===== config.mk =====
export PLATFORM = sky130hd
export DESIGN_NAME = tt_vec_gen
export DESIGN_NICKNAME = d
export VERILOG_FILES = /design/src/rtl/tt_sweep_pkg.sv /design/src/rtl/tt_vec_gen.sv
export SDC_FILE = /design/constraint.sdc
export NUM_CORES = 1
export LEC_CHECK = 0
export ABC_CLOCK_PERIOD_IN_PS = 2009
export CELL_PAD_IN_SITES_DETAIL_PLACEMENT = 1
export CELL_PAD_IN_SITES_GLOBAL_PLACEMENT = 2
export CORE_MARGIN = 2
export CORE_UTILIZATION = 23
export CTS_CLUSTER_DIAMETER = 200
export DETAILED_ROUTE_END_ITERATION = 10
export HOLD_SLACK_MARGIN = 0.02
export PLACE_DENSITY_LB_ADDON = 0.1
export SLEW_MARGIN = 40
export SYNTH_ARGS = -nofsm -noshare
export SYNTH_HDL_FRONTEND = slang
export SYNTH_SLANG_ARGS = --single-unit

===== constraint.sdc =====
create_clock -name clk -period 2.01 [get_ports clk]
set_input_delay 0.5025 -clock clk [delete_from_list [all_inputs] [get_ports clk]]
set_output_delay 0.5025 -clock clk [all_outputs]
set_load 0.05 [all_outputs]

===== src/rtl/tt_sweep_pkg.sv =====
// Shared widths and FSM state encoding for the truth-table sweep checker.
// Sweep order is selected by TT_SWEEP_GRAY_EN (see tt_vec_gen).
package tt_sweep_pkg;

    localparam int unsigned VEC_W = 4;
    localparam int unsigned N_VEC = 16;
    localparam int unsigned CNT_W = 5;
    localparam int unsigned SET_W = 4;

    typedef enum logic [1:0] {
        IDLE,
        APPLY,
        SAMPLE,
        DONE
    } state_t;

endpackage


===== src/rtl/tt_vec_gen.sv =====
// Step counter and step-to-vector mapping for the sweep.
// TT_SWEEP_GRAY_EN defined: Gray-code order; undefined: binary order.
module tt_vec_gen
    import tt_sweep_pkg::*;
(
    input  logic             clk,
    input  logic             rst_n,
    input  logic             inc,
    input  logic             clr,
    output logic [VEC_W-1:0] step,
    output logic [VEC_W-1:0] vec,
    output logic             last
);

    logic [VEC_W-1:0] step_nxt_c;

    function automatic logic [VEC_W-1:0] map_vec(input logic [VEC_W-1:0] s);
`ifdef TT_SWEEP_GRAY_EN
        return s ^ (s >> 1);
`else
        return s;
`endif
    endfunction

    assign step_nxt_c = step + VEC_W'(1);

    // vec and last are registered with step so they move on the edge that enters APPLY
    always_ff @(posedge clk or negedge rst_n) begin
        if (!rst_n) begin
            step <= '0;
            vec  <= '0;
            last <= 1'b0;
        end else if (clr) begin
            step <= '0;
            vec  <= map_vec('0);
            last <= 1'b0;
        end else if (inc) begin
            step <= step_nxt_c;
            vec  <= map_vec(step_nxt_c);
            last <= (step_nxt_c == VEC_W'(N_VEC - 1));
        end
    end

endmodule


# == After elaboration in Yosys (flattened, before gate mapping) ==
# Index checks and enable logic that the tools add are counted.
# op_classes
n_mux,4
eq_ne,1
addsub,1
n_reduce_logical,1
# op_table
op,n
2-to-1 mux 4 bit,2
adder 4 x 1 -> 4 bit (second input constant),1
== test 4 bit (second input constant),1
2-to-1 mux 1 bit,2
nonzero test 2 bit,1
# totals
wordCells,9
output_inout_bits,9
reg_bits,5

# == Logic depth before layout (Yosys ltp) ==
# Gate-level depths: netlist of the first run.
# depth
word_depth,4
ltp_mapped,5
ltp_nobuf,5

# == Worst setup path before layout of the first run ==
# Ideal clock, no wire load.
# synth_timing
path_type,reg-to-output
from,register vec[0]
to,output port vec[0]
stages_incl_launch_ff,2
setup_slack_ns,0.514
required_ns,1.507
t_arrival_ns,0.994
cell_sequence,dfrtp_1 -> buf_4
# synth_rtl
item,line_no,source
from (decl),tt_vec_gen.sv:11,"output logic [VEC_W-1:0] vec,"
from (signal assigned),tt_vec_gen.sv:35,vec <= map_vec('0);
from (signal assigned),tt_vec_gen.sv:39,vec <= map_vec(step_nxt_c);
# No word-level cell between the ends.

# == Final worst setup path of the first run ==
# layout_timing
from,register last
to,output port last
# layout_rtl
item,line_no,source
from (decl),tt_vec_gen.sv:12,output logic last
from (signal assigned),tt_vec_gen.sv:40,last <= (step_nxt_c == VEC_W'(N_VEC - 1));
# No word-level cell between the ends.

==> reports/qor.txt, run 1 <==
power density over the cells -> 723.5 nW/um2
Mapped Nets -> 37
Crit-path slowest cell -> clkdlybuf4s50_1
Largest stage delay, worst path -> 0.80 ns
number of core rows -> 13
Clock Latency Late Sink -> 0.24 ns
effective utilization at floorplan -> 23.96%
final wirelength -> 657 um
post-CTS sizing -> 0
WS Path Type -> flop to primary output
max-cap violations -> 0
hpwl dp -> 492.8 um
CP cell instances -> clkdlybuf4s50_1
all-layer global routing usage -> 10.86%
Syn Area/Cell -> 9.808 um2
fin. max-slew vios -> 0
Total Power -> 0.2978 mW
Hold Slack -> 0.4848 ns
clock share of power -> 38.6%
CTS tree -> built
NetSw -> 0.09443 mW
status -> completed
Seq cells post-synth -> 5
Ant. Diodes -> 0
Final setup viols -> 0
worst-case reg-to-reg path depth -> 4
Post-DRT Antenna Nets -> 0
Reg clk slew, reported paths -> 0.04 ns
final setup TNS -> 0 ns
DRC -> 0
DR iter-0 viols -> 3
fin crit share -> 93.17%
initial antenna violation count -> 0
fin area -> 411.6 um2
number of global-route vias before repair -> 230
largest net degree at the start of global routing -> 8
Max Freq -> 534.0 MHz
Buf/Inv on CP -> 1
post-DR vias/cell -> 4.351
switching share of power -> 31.71%
Synthesis Warnings -> 0
Worst Path Required -> 1.51 ns
RSZ-0062 raised after global routing -> no
sequential area share after synthesis -> 41.15%
Boundary Pins -> 13
relative slew slack -> 67.33%
DP Area -> 385.4 um2
nature of the critical path endpoint -> primary output
WP data arrival -> 1.37 ns
Setup Buffers After CTS -> 0
placed insts -> 53
Port Buffer Count -> 12
Crit Reg-Reg Endpoint -> last$_DFFE_PN0P_
P_int -> 0.2034 mW
Setup crit start kind -> flop
leakage power -> 0.2104 nW
Hold Vio Cnt, Final -> 0
Die Width -> 40.36 um
Pre-antenna DRT Iters -> 4
final setup skew -> 0.002152 ns
Area Growth Syn to Fin -> 35.39%
Max VDD drop -> 0.3241 mV
Final Non-Filler Cells -> 57
H-tree depth -> 1
Clock Root Buffer -> clkbuf_4
Gate power share -> 23.0%
Synth Instances -> 31
cell family with most CP delay -> buffers and inverters
clock sinks -> 5
Remaining Overflow, GRT -> 0
global-route wire length before repair -> 1055 um
# nets final -> 49
HP Class -> input port to async pin
clock buffer count from CTS -> 3
die span in y -> 40.36 um
Tmin final -> 1.873 ns
total core area -> 1269 um2
DR WL/cell -> 11.53 um
setup slack, reg-to-reg -> 0.71 ns
fin util -> 32.45%
worst setup margin -> 0.1372 ns
GPL Wtd Cong -> 0.6602
reg2reg start -> vec[0]$_DFFE_PN0P_
sequential power share -> 38.3%
DR vias -> 248
die area -> 1629 um2
Hold Buf Count CTS -> 0
crit-path max FO -> 2
Post-Syn Area -> 304.0 um2
Worst Setup Slack post-DPL -> 0.3733 ns
Tightest Pin Transition -> 0.4885 ns
CTS max path bufs -> 2
layout cells sized above 1 -> 28.57%
# fillers -> 157
synth unique cells -> 12
==> placed cells by master, fill, tap and decap left out, drive strengths merged <==
cell / netlist / final
nand4: 1 / 1
mux2i: 1 / 1
dfrtp: 5 / 5
nand3: 2 / 2
xnor2: 1 / 1
inv: 2 / 2
nand2: 2 / 2
clkdlybuf4s50: 0 / 4
clkbuf: 0 / 4
xor2: 4 / 4
ha: 2 / 2
buf: 5 / 8
nor2: 5 / 5
o31ai: 1 / 1
==> routing by layer <==
layer  share of wire, %  vias to the layer above  GRT usage [%]  wire length [um]
met4               0.61                        0          5.000                 4
met3                 11                        2          8.889                72
met2                 48                       10          14.29               315
met5                  0                        -              0                 0
li1                   -                      116              -                 -
met1                 40                      120          12.37               265
==> logic make-up after synthesis <==
logic type,synth area share [%]
and+or+nand+nor,13.99
buffers and inverters,14.82
xor gates and xnor gates,14.40
DFF,41.15
adders and majority gates,8.229
AOI/OAI and AO/OA,4.115
muxes,3.292
==> power by group through the flow <==
stage / logic [mW] / registers [mW] / clock network, mW
6_report: 0.0686 / 0.114 / 0.115
5_1_grt: 0.0742 / 0.116 / 0.126
4_1_cts: 0.0699 / 0.115 / 0.123
3_5_place_dp: 0.0696 / 0.116 / 0
3_3_place_gp: 0.0696 / 0.115 / 0
2_1_floorplan: 0.0369 / 0.128 / 0
==> Yosys cell counts (all sizes together) <==
master / number / area [um2]
xnor2: 1 / 8.760
nand2: 2 / 7.510
mux2i: 1 / 10.01
buf: 5 / 37.54
ha: 2 / 25.02
xor2: 4 / 35.03
inv: 2 / 7.510
nand4: 1 / 6.260
o31ai: 1 / 12.51
nand3: 2 / 10.01
dfrtp: 5 / 125.1
nor2: 5 / 18.77
==> layout make-up <==
cell class,instances,area (um2),share of cell area [%]
Clock buffer,4,26.28,6.383
Inverter,2,7.507,1.824
Multi-Input combinational cell,19,133.9,32.52
Sequential cell,5,125.1,30.40
Tap cell,15,18.77,4.559
Timing Repair Buffer,12,100.1,24.32
==> sequential cells by signal, indices dropped and copies added (netlist names) <==
name  cells
last      1
vec       4
==> worst max path at each step <==
stage                       startpoint            endpoint  cells past startpoint  slack [ns]
finish                last$_DFFE_PN0P_                last                      1        0.14
global route          last$_DFFE_PN0P_                last                      1         0.1
CTS                   last$_DFFE_PN0P_                last                      1        0.12
detailed placement                 inc  vec[3]$_DFFE_PN0P_                      4        0.37
global placement                   inc  vec[3]$_DFFE_PN0P_                      4        0.38
floorplan           vec[0]$_DFFE_PN0P_              vec[0]                      1        0.51
No activity file was read; power rests on OpenSTA's default activity.
==> run 2: changes to the inputs <==
Settings changed: CTS_CLUSTER_DIAMETER 200 to not set.
==> results of run 2 <==
Same layout as run 1: the final DEF is identical, and so are final timing and power.
